**src/rtl/countdown_pkg.sv**
```systemverilog
// Shared types and constants for the programmable countdown timer.
// Optional sticky interrupt is enabled with COUNTDOWN_TIMER_IRQ_EN.
package countdown_pkg;

   localparam int COUNTDOWN_MIN_WIDTH = 2;

   typedef enum logic [1:0] {
      ST_IDLE,
      ST_RUN,
      ST_DONE
   } timer_state_t;

endpackage

```
**src/rtl/countdown_dp.sv**
```systemverilog
// Countdown datapath: count, reload and mode registers plus the count==1 flag.
// Control priority is clear > load > reload > decrement.
module countdown_dp
   import countdown_pkg::*;
#(
   parameter int WIDTH = 8
) (
   input  logic             clk,
   input  logic             rst_n,
   input  logic             load,
   input  logic             dec,
   input  logic             reload,
   input  logic             clear,
   input  logic [WIDTH-1:0] load_val,
   input  logic             periodic,
   output logic [WIDTH-1:0] count,
   output logic             mode,
   output logic             is_one
);

   logic [WIDTH-1:0] reload_val;

   // Decrement refuses to move past zero so the count can never wrap.
   always_ff @(posedge clk or negedge rst_n) begin
      if (!rst_n) begin
         count      <= '0;
         reload_val <= '0;
         mode       <= 1'b0;
      end else if (clear) begin
         count <= '0;
      end else if (load) begin
         count      <= load_val;
         reload_val <= load_val;
         mode       <= periodic;
      end else if (reload) begin
         count <= reload_val;
      end else if (dec && (count != '0)) begin
         count <= count - WIDTH'(1);
      end
   end

   assign is_one = (count == WIDTH'(1));

endmodule

```
**src/rtl/countdown_timer.sv**
```systemverilog
// Programmable countdown timer: one-shot or periodic, gated by tick, Mealy trigger.
// Define COUNTDOWN_TIMER_IRQ_EN to add the sticky irq output and irq_clr input.
module countdown_timer
   import countdown_pkg::*;
#(
   parameter int WIDTH = 8
) (
   input  logic             clk,
   input  logic             rst_n,
   input  logic             start,
   input  logic             stop,
   input  logic             tick,
   input  logic             periodic,
   input  logic [WIDTH-1:0] load_val,
`ifdef COUNTDOWN_TIMER_IRQ_EN
   input  logic             irq_clr,
   output logic             irq,
`endif
   output logic             trigger,
   output logic [WIDTH-1:0] count,
   output logic             busy,
   output logic             done
);

   timer_state_t state, next_state;
   logic trig_raw;
   logic load, dec, reload, clear;
   logic mode, is_one;

   countdown_dp #(.WIDTH(WIDTH)) u_dp (
      .clk      (clk),
      .rst_n    (rst_n),
      .load     (load),
      .dec      (dec),
      .reload   (reload),
      .clear    (clear),
      .load_val (load_val),
      .periodic (periodic),
      .count    (count),
      .mode     (mode),
      .is_one   (is_one)
   );

   always_ff @(posedge clk or negedge rst_n) begin
      if (!rst_n) state <= ST_IDLE;
      else        state <= next_state;
   end

   // stop beats start beats tick; a restart swallows any pending expiry.
   always_comb begin
      next_state = state;
      trig_raw   = 1'b0;
      load       = 1'b0;
      dec        = 1'b0;
      reload     = 1'b0;
      clear      = 1'b0;
      if (stop) begin
         clear      = 1'b1;
         next_state = ST_IDLE;
      end else if (start) begin
         if (load_val != '0) begin
            load       = 1'b1;
            next_state = ST_RUN;
         end else begin
            clear      = 1'b1;
            trig_raw   = 1'b1;
            next_state = ST_DONE;
         end
      end else if ((state == ST_RUN) && tick) begin
         if (is_one) begin
            trig_raw = 1'b1;
            if (mode) begin
               reload = 1'b1;
            end else begin
               clear      = 1'b1;
               next_state = ST_DONE;
            end
         end else begin
            dec = 1'b1;
         end
      end
   end

   // Gating with rst_n keeps the combinational strobe quiet during reset.
   assign trigger = trig_raw & rst_n;
   assign busy    = (state == ST_RUN);
   assign done    = (state == ST_DONE);

`ifdef COUNTDOWN_TIMER_IRQ_EN
   always_ff @(posedge clk or negedge rst_n) begin
      if (!rst_n)       irq <= 1'b0;
      else if (trigger) irq <= 1'b1;
      else if (irq_clr) irq <= 1'b0;
   end
`endif

endmodule
```
**config.mk**
```make
export PLATFORM = sky130hd
export DESIGN_NAME = countdown_timer
export DESIGN_NICKNAME = d
export VERILOG_FILES = /design/src/rtl/countdown_pkg.sv /design/src/rtl/countdown_dp.sv /design/src/rtl/countdown_timer.sv
export SDC_FILE = /design/constraint.sdc
export NUM_CORES = 1
export LEC_CHECK = 0
export ABC_AREA = 1
export BUFFER_PORTS_ARGS = -buffer_cell sky130_fd_sc_hd__buf_2
export CAP_MARGIN = 20
export CORE_MARGIN = 5
export CORE_UTILIZATION = 49
export DETAILED_ROUTE_END_ITERATION = 6
export PLACE_DENSITY = 0.83
export SLEW_MARGIN = 5
export SYNTH_ARGS = -nofsm -noshare
export SYNTH_HDL_FRONTEND = slang
export SYNTH_SLANG_ARGS = --single-unit
```
**constraint.sdc**
```tcl
create_clock -name clk -period 1.3 [get_ports clk]
set_input_delay 0.325 -clock clk [delete_from_list [all_inputs] [get_ports clk]]
set_output_delay 0.325 -clock clk [all_outputs]
set_load 0.02 [all_outputs]
```
Word level (Yosys, flattened, before mapping)
Index checks and enable logic that the tools add are counted.

Memory bits (writable): 0. Output and inout bits: 11. ROM bits: 0. Register bits: 19. Latch bits: 0. Memories kept: 0. Input bits: 14.

Equal/unequal tests: 4. Multipliers: 0. Shift-type cells: 0. Reduce and logical (&&, ||, !) cells: 9. Divide/modulo/power cells: 0. Bitwise operators: 2. Add/sub/neg operators: 1. Mux-type cells: 32. $lt $le $gt $ge: 0.

Operators with widths (number): two-way mux 8 bit (4); two-way mux 1 bit (22); nonzero test 8 bit (2); two-way mux 2 bit (6); == test 8 x 1 -> 1 bit (second input constant) (1); subtractor 8 x 1 -> 8 bit (second input constant) (1); nonzero test 3 bit (2); nonzero test 4 bit (1); != test 3 bit (second input constant) (1); AND reduction 3 bit (1); == test 2 x 1 -> 1 bit (second input constant) (1); == test 2 bit (second input constant) (1); logical AND 1 bit (2); AND reduction 2 bit (1); bitwise AND 1 bit (1); inverter 1 bit (1).

Logic depth before layout (Yosys ltp)
Gate-level depths: netlist of the first run.

Depth after elaboration: 10. Depth in mapped cells: 10. Gate-level depth less buffers: 10.

Cells and area by module
Synthesis of the first run repeated with hierarchy kept, for this count alone.

Cells, all modules: 181. Area total of the unflattened synthesis: 1252.5 um2.

By module, submodules not included: countdown_dp (instances 1, cells an instance 142, area each 1038.5 um2); countdown_timer (instances 1, cells an instance 39, area each 214.0 um2).

Least setup slack after synthesis of the first run
Ideal clock, no wire load.

Path type: flip-flop to output port. Start: register u_dp.count[1]. End: output port trigger. Data required time: 975 ps. Cell stages (with the launch flop): 7. Data arrival time: 1435 ps. Path buffers: 0. Slack: -460 ps. Cells stage by stage: dfrtp_1 -> inv_1 -> ha_1 -> nand2_2 -> nor2_8 -> nand2_2 -> a21oi_1.

Longest elaborated chain between the ends: 6.

RTL lines: start: declaration (line countdown_dp.sv:16) `output logic [WIDTH-1:0] count,`; start signal: assignment (line countdown_dp.sv:32) `count <= load_val;`; start signal: assignment (line countdown_dp.sv:36) `count <= reload_val;`; start signal: assignment (line countdown_dp.sv:38) `count <= count - WIDTH'(1);`; == test 8 x 1 -> 1 bit (line countdown_dp.sv:42) `assign is_one = (count == WIDTH'(1));`; two-way mux 1 bit (line countdown_timer.sv:70) `if (is_one) begin`; two-way mux 1 bit (line countdown_timer.sv:69) `end else if ((state == ST_RUN) && tick) begin`; two-way mux 1 bit (line countdown_timer.sv:60) `end else if (start) begin`; two-way mux 1 bit (line countdown_timer.sv:57) `if (stop) begin`; bitwise AND 1 bit (line countdown_timer.sv:85) `assign trigger = trig_raw & rst_n;`; end: declaration (line countdown_timer.sv:19) `output logic trigger,`.

No other way between the ends.

Worst setup path after layout of the first run
Same ends and word-level chain as after synthesis.

==> flow_metrics.env, run 1 <==
export IMPL_grt_max_degree=20
export IMPL_die_width_um=61.2
export IMPL_portBuffers=24
export IMPL_cts_root_buffer="clkbuf_4"
export IMPL_worst_pin_slew_ps=279
export IMPL_drtPass1Iterations=4
export IMPL_wirelength_um=4780
export IMPL_synthDistinctLibCells=25
export IMPL_syn_num_nets=189
export IMPL_grt_first_pass_wirelength_um=7300
export IMPL_hold_violations=0
export IMPL_cts_sinks=19
export IMPL_hold_depth=3
export IMPL_fin_crit_sh_pct=138
export IMPL_p_leak_nw=1.13
export IMPL_drtIter0Drc=107
export IMPL_path_class="flip-flop to primary output"
export IMPL_slew_headroom_pct=81.4
export IMPL_reg2reg_depth=11
export IMPL_synthTopCellsByCount="nand2_1, nand3_1, inv_1"
export IMPL_cts_tree="done"
export IMPL_setup_ws_ps=-496
export IMPL_synth_flop_cell="dfrtp_1"
export IMPL_detail_route_antenna_nets=0
export IMPL_dp_slack_ps=-275
export IMPL_syn_area_um2=1280
export IMPL_core_um2=2500
export IMPL_cp_required_ps=980
export IMPL_clock_path_buffers=2
export IMPL_insertedDiodeCount=0
export IMPL_slew_viol_final=0
export IMPL_antenna_found_initial=0
export IMPL_gp_congestion=0.801
export IMPL_finClkSkew_ps=9.51
export IMPL_dieArea_um2=3740
export IMPL_clkLatencyLatePin_ps=320
export IMPL_ys_ff_latch=19
export IMPL_end_kind="primary output"
export IMPL_power_density_nw_per_um2=956
export IMPL_status="finished with violations"
export IMPL_final_layout_size_suffix_gt1_share_pct=50.4
export IMPL_place_hpwl_um=2890
export IMPL_min_period_ps=1800
export IMPL_fmax_ghz=0.557
export IMPL_clkTransAtPathRegs_ps=120
export IMPL_synth_most_common_cell="nand2_1"
export IMPL_violations="setup timing"
export IMPL_synth_largest_area_cell="dfrtp_1"
export IMPL_drt_vias_per_instance=5.60
export IMPL_grt_pass1_vias=1611
export IMPL_synth_edff_count=0
export IMPL_async_flop_share_pct=100
export IMPL_synth_yosys_warnings=0
export IMPL_htreeDepth=1
export IMPL_nets=268
export IMPL_area_delta_synth_final_pct=66.2
export IMPL_finalSetupTns_ps=-5100
export IMPL_hold_path_class="input port to flip-flop"
export IMPL_setup_viol=21
export IMPL_ios=25
export IMPL_cp_start_kind="flip-flop"
export IMPL_numCtsBuffers=3
export IMPL_holdWs_ps=204
export IMPL_rsz0062_at_grt="true"
export IMPL_gr_total_overflow=0
export IMPL_netlist_instances=172
export IMPL_cap_violations=0
export IMPL_worst_path_max_fanout=2
export IMPL_syn_avg_cell_area_um2=7.46
export IMPL_synthTopCellsByArea="dfrtp_1, nand2_1, nand3_1"
export IMPL_drc=0
export IMPL_grt_usage_pct=26.8
export IMPL_avgRoutedWirePerCell_um=17.1
export IMPL_chipHeight_um=61.2
export IMPL_ys_seq_area_share_pct=37.0
export IMPL_dr_total_vias=1568
export IMPL_peakVddDrop_v=0.000785
export IMPL_yosysTopAreaCellShare_pct=37.0
export IMPL_rows=18
export IMPL_start_util_pct=51.4
export IMPL_crit_arrival_ps=1470
[placed cells by master, fill, tap and decap left out, types with 3 or more instances in the layout]
| cell | n |
|---|---|
| clkbuf_4 | 3 |
| nor2_4 | 4 |
| buf_4 | 37 |
| dfrtp_2 | 8 |
| nand2_1 | 42 |
| nand2_2 | 4 |
| nand2_4 | 6 |
| dfrtp_1 | 11 |
| inv_2 | 6 |
| nand3_2 | 9 |
| nor2_1 | 7 |
| buf_2 | 13 |
| buf_6 | 22 |
| nand3_1 | 21 |
| nand4_1 | 7 |
| inv_1 | 20 |
| o21a_1 | 5 |
[where the power goes]
part           leakage, nW  total (mW)  switching, mW  internal [mW]
Combinational        0.888       0.982          0.524          0.458
Sequential           0.225       0.727         0.0597          0.667
Clock               0.0150       0.330          0.210          0.120
Total                 1.13        2.04          0.794           1.25
[sequential cells by signal, summed over array words and instances, names as in the netlist]
signal           cells
u_dp.count           8
state                2
u_dp.mode            1
u_dp.reload_val      8
[worst max-delay path, cell delays in order (launching register included)]
cell and delay (ps):
dfrtp_2 440, inv_2 90, ha_4 140, nand2_4 60
nor2_8 110, nand2_4 70, a21oi_4 120, buf_6 130
[worst paths after layout]
check                                   startpoint                  to  slack, ps
worst max register to register       u_dp.count[1]       u_dp.count[2]       -480
min in group asynchronous                    rst_n            state[1]        500
worst min-delay path                      periodic           u_dp.mode        200
worst min register to register  u_dp.reload_val[2]  u_dp.reload_val[2]        500
max in group asynchronous                    rst_n       u_dp.count[0]        550
worst max-delay path                 u_dp.count[1]             trigger       -500
[through the flow]
stage / std cells / utilization (%) / area [um^2] / total power, mW
detailed placement: 265 / 72.9 / 1820 / 1.48
global route: 280 / 85.3 / 2130 / 2.15
floorplan: 172 / - / 1360 / 1.15
CTS: 278 / 81.9 / 2050 / 1.91
finish: 280 / 85.3 / 2130 / 2.04
global placement: 265 / 72.9 / 1820 / 1.44
[cell type report]
cell class | count | area [um^2]
clock buffer | 4 | 26.3
fill | 146 | 367
inverter | 27 | 109
multi-input combinational | 125 | 835
sequential | 19 | 485
tap | 30 | 37.5
timing repair buffer | 75 | 641
[layer usage]
layer / share of wire [%] / global-route usage (%) / up-vias
met2: 52 / 49.7 / 83
met3: 6.7 / 4.19 / 26
li1: - / - / 712
met4: 4.9 / 12.7 / 0
met1: 37 / 29.4 / 747
met5: 0 / 0 / -
[cell families (layout without fill, tap and decap cells)]
group | after synthesis | after routing | synth area share [%]
and+or+nand+nor | 105 | 106 | 41.6
xor gates and xnor gates | 3 | 3 | 2.05
adders and majority gates | 3 | 3 | 2.92
DFF | 19 | 19 | 37.0
buffers and inverters | 29 | 106 | 9.26
AOI/OAI and AO/OA | 13 | 13 | 7.12
[what timing repair did]
action                                  CTS  global route
pin swaps                                 7            14
buffers inserted                          8             6
cloned                                    1             0
hold buffers                              1             0
resized for setup                        43            19
endpoints found under the setup margin   21            21
endpoints found under the hold margin    19             0
No activity file was read; power rests on OpenSTA's default activity.
==> inputs of run 2 (changes only) <==
--- a/config.mk
+++ b/config.mk
@@ -5,13 +5,13 @@
 export SDC_FILE = /design/constraint.sdc
 export NUM_CORES = 1
 export LEC_CHECK = 0
-export ABC_AREA = 1
 export BUFFER_PORTS_ARGS = -buffer_cell sky130_fd_sc_hd__buf_2
 export CAP_MARGIN = 20
 export CORE_MARGIN = 5
-export CORE_UTILIZATION = 49
+export CORE_UTILIZATION = 48
 export DETAILED_ROUTE_END_ITERATION = 6
-export PLACE_DENSITY = 0.83
+export HOLD_SLACK_MARGIN = 0.12
+export PLACE_DENSITY = 0.82
 export SLEW_MARGIN = 5
 export SYNTH_ARGS = -nofsm -noshare
 export SYNTH_HDL_FRONTEND = slang
==> flow_metrics.env, run 2 <==
export IMPL_power_density_nw_per_um2=1070
export IMPL_finClkSkew_ps=26.7
export IMPL_violations="setup timing"
export IMPL_hold_violations=0
export IMPL_p_int_mw=1.33
export IMPL_placed_cells=210
export IMPL_ios=25
export IMPL_crit_arrival_ps=2460
export IMPL_grt_usage_pct=28.7
export IMPL_peakVddDrop_v=0.000993
export IMPL_synthTopCellsByCount="nand2_1, dfrtp_1, nor2_1"
export IMPL_cts_tree="done"
export IMPL_core_um2=2280
export IMPL_area_delta_synth_final_pct=74.7
export IMPL_power_frac_clock_pct=16.5
export IMPL_clkTransAtPathRegs_ps=150
export IMPL_dr_total_vias=1448
export IMPL_synthDistinctLibCells=40
export IMPL_synth_most_common_cell="nand2_1"
export IMPL_synth_largest_area_cell="dfrtp_1"
export IMPL_portBuffers=24
export IMPL_synthTopCellsByArea="dfrtp_1, nand2_1, a22o_2"
export IMPL_drtIter0Drc=102
export IMPL_combPwrFrac_pct=50.1
export IMPL_finalSetupTns_ps=-8990
export IMPL_worst_path_max_fanout=8
export IMPL_path_class="flip-flop to flip-flop"
export IMPL_worst_pin_slew_ps=546
export IMPL_synth_yosys_warnings=0
export IMPL_drc=0
export IMPL_cp_start_kind="flip-flop"
export IMPL_rsz0062_at_grt="true"
export IMPL_slew_viol_final=0
export IMPL_nets=217
export IMPL_die_width_um=59.3
export IMPL_clock_path_buffers=2
export IMPL_grt_max_degree=20
export IMPL_syn_num_nets=141
export IMPL_grt_first_pass_wirelength_um=7370
export IMPL_drt_vias_per_instance=6.38
export IMPL_end_kind="flip-flop"
export IMPL_ys_ff_latch=19
export IMPL_status="finished with violations"
export IMPL_gr_total_overflow=0
export IMPL_syn_avg_cell_area_um2=9.41
export IMPL_chipHeight_um=59.3
export IMPL_cts_root_buffer="clkbuf_4"
export IMPL_dpl_cell_area_um2=1630
export IMPL_final_common_cell="buf_4"
export IMPL_fin_area_um2=2040
export IMPL_antenna_found_initial=0
export IMPL_htreeDepth=1
export IMPL_min_period_ps=2190
export IMPL_wirelength_um=5080
export IMPL_fmax_ghz=0.456
export IMPL_detail_route_antenna_nets=0
export IMPL_dieArea_um2=3520
export IMPL_p_leak_nw=0.991
export IMPL_insertedDiodeCount=0
export IMPL_final_layout_size_suffix_gt1_share_pct=60.8
export IMPL_power_mw=2.18
export IMPL_cts_sinks=19
export IMPL_drtPass1Iterations=5
export IMPL_holdWs_ps=161
export IMPL_clkLatencyLatePin_ps=350
export IMPL_reg_largest_list="u_dp.count: 8 flops, u_dp.reload_val: 8 flops, state: 2 flops"
export IMPL_layout_cells_non_filler=227
export IMPL_gp_congestion=0.808
export IMPL_cap_violations=0
export IMPL_slew_headroom_pct=63.5
export IMPL_fin_crit_sh_pct=169
export IMPL_grt_pass1_vias=1544
export IMPL_yosysTopAreaCellShare_pct=40.7
export IMPL_swShare_pct=39.0
export IMPL_async_flop_share_pct=100
export IMPL_layout_common_cells="buf_4, nand2_1, buf_6, dfrtp_1, buf_2"
export IMPL_avgRoutedWirePerCell_um=22.4
export IMPL_numCtsBuffers=3
export IMPL_synth_flop_cell="dfrtp_1"
export IMPL_hold_path_class="input port to flip-flop"
export IMPL_start_util_pct=51.3
export IMPL_cp_required_ps=1570
export IMPL_rows=17
export IMPL_synth_edff_count=0
export IMPL_place_hpwl_um=2610
export IMPL_syn_area_um2=1170
export IMPL_p_seq_share_pct=33.4
export IMPL_switchingPower_mw=0.851
export IMPL_netlist_instances=124
export IMPL_ys_seq_area_share_pct=40.7
export IMPL_setup_ws_ps=-891
export IMPL_setup_viol=22
-- run 2: changes by cell type after synthesis, moves of 3 or more --
cell	before	now
nand3_1	29	1
inv_1	25	2
nand2_1	47	30
nand4_1	7	0
a22o_1	0	4
a22o_2	0	4
nor2_1	11	7
nor2b_1	0	4
nor3b_1	0	4
o21a_1	5	1
clkbuf_1	0	3
mux2i_1	0	3
nand2_2	3	0
-- run 2: final cells by class --
class	instances	area [um^2]
Inverter	2	7.51
Multi-Input combinational cell	99	857
Clock buffer	3	22.5
Clock inverter	1	5.00
Tap cell	28	35.0
Timing Repair Buffer	75	632
Fill cell	107	236
Sequential cell	19	480
-- run 2: layer usage --
layer  vias up  share of wire [%]  GRT usage [%]
li1        596                  -              -
met1       711                 37           31.5
met2       104                 49           45.4
met3        37                8.0           7.19
met4         0                6.8           25.2
met5         -                  0              0
-- run 2: worst paths after layout --
kind                               startpoint                  to  slack, ps  cells after the start
max in group asynchronous               rst_n       u_dp.count[5]        540                      3
hold / removal                       periodic           u_dp.mode        160                      3
setup / recovery                u_dp.count[0]       u_dp.count[7]       -890                      9
min in group asynchronous               rst_n           u_dp.mode        490                      3
setup reg to reg                u_dp.count[0]       u_dp.count[7]       -890                      9
hold reg to reg            u_dp.reload_val[7]  u_dp.reload_val[7]        530                      2
-- run 2: logic make-up (layout without fill, tap and decap cells) --
group | after synthesis | count (layout) | share of synthesized area (%)
AND/OR/NAND/NOR | 60 | 60 | 27.2
XOR/XNOR | 5 | 5 | 3.75
adder cells (fa/ha/maj) | 3 | 3 | 3.22
buffers and inverters | 6 | 81 | 2.04
AO/OA/AOI/OAI | 26 | 26 | 18.5
flip-flops | 19 | 19 | 40.7
multiplexers | 5 | 5 | 4.50
-- run 2: power by group through the flow --
stage	registers, mW	logic [mW]	clock network (mW)
floorplan	0.783	0.342	0
detailed placement	0.730	0.716	0
finish	0.730	1.09	0.360
global placement	0.725	0.687	0
global route	0.734	1.14	0.398
CTS	0.718	0.909	0.336
-- run 2: what timing repair did --
action | in CTS | in global routing
pin swaps | 11 | 8
cloned | 1 | 0
hold buffers | 1 | 0
resized for setup | 53 | 18
hold endpoints to repair | 19 | 0
endpoints found under the setup margin | 18 | 28
buffers inserted | 8 | 6
-- run 2: worst max-delay path: stages, from the launching register on --
cell and delay (ps):
dfrtp_2 460, ha_4 170, and4b_2 240, buf_4 140, buf_6 110, and3_4 180
a2111oi_4 330, buf_6 200, a22o_1 150, a31o_1 120
-- run 2: stage by stage --
step / worst slack (ps) / util, %
final: -891 / 89.6
after floorplan: -615 / -
after detailed placement: -741 / 71.5
after CTS: -871 / 85.5
after global routing: -946 / 89.6
after global placement: -625 / 71.5
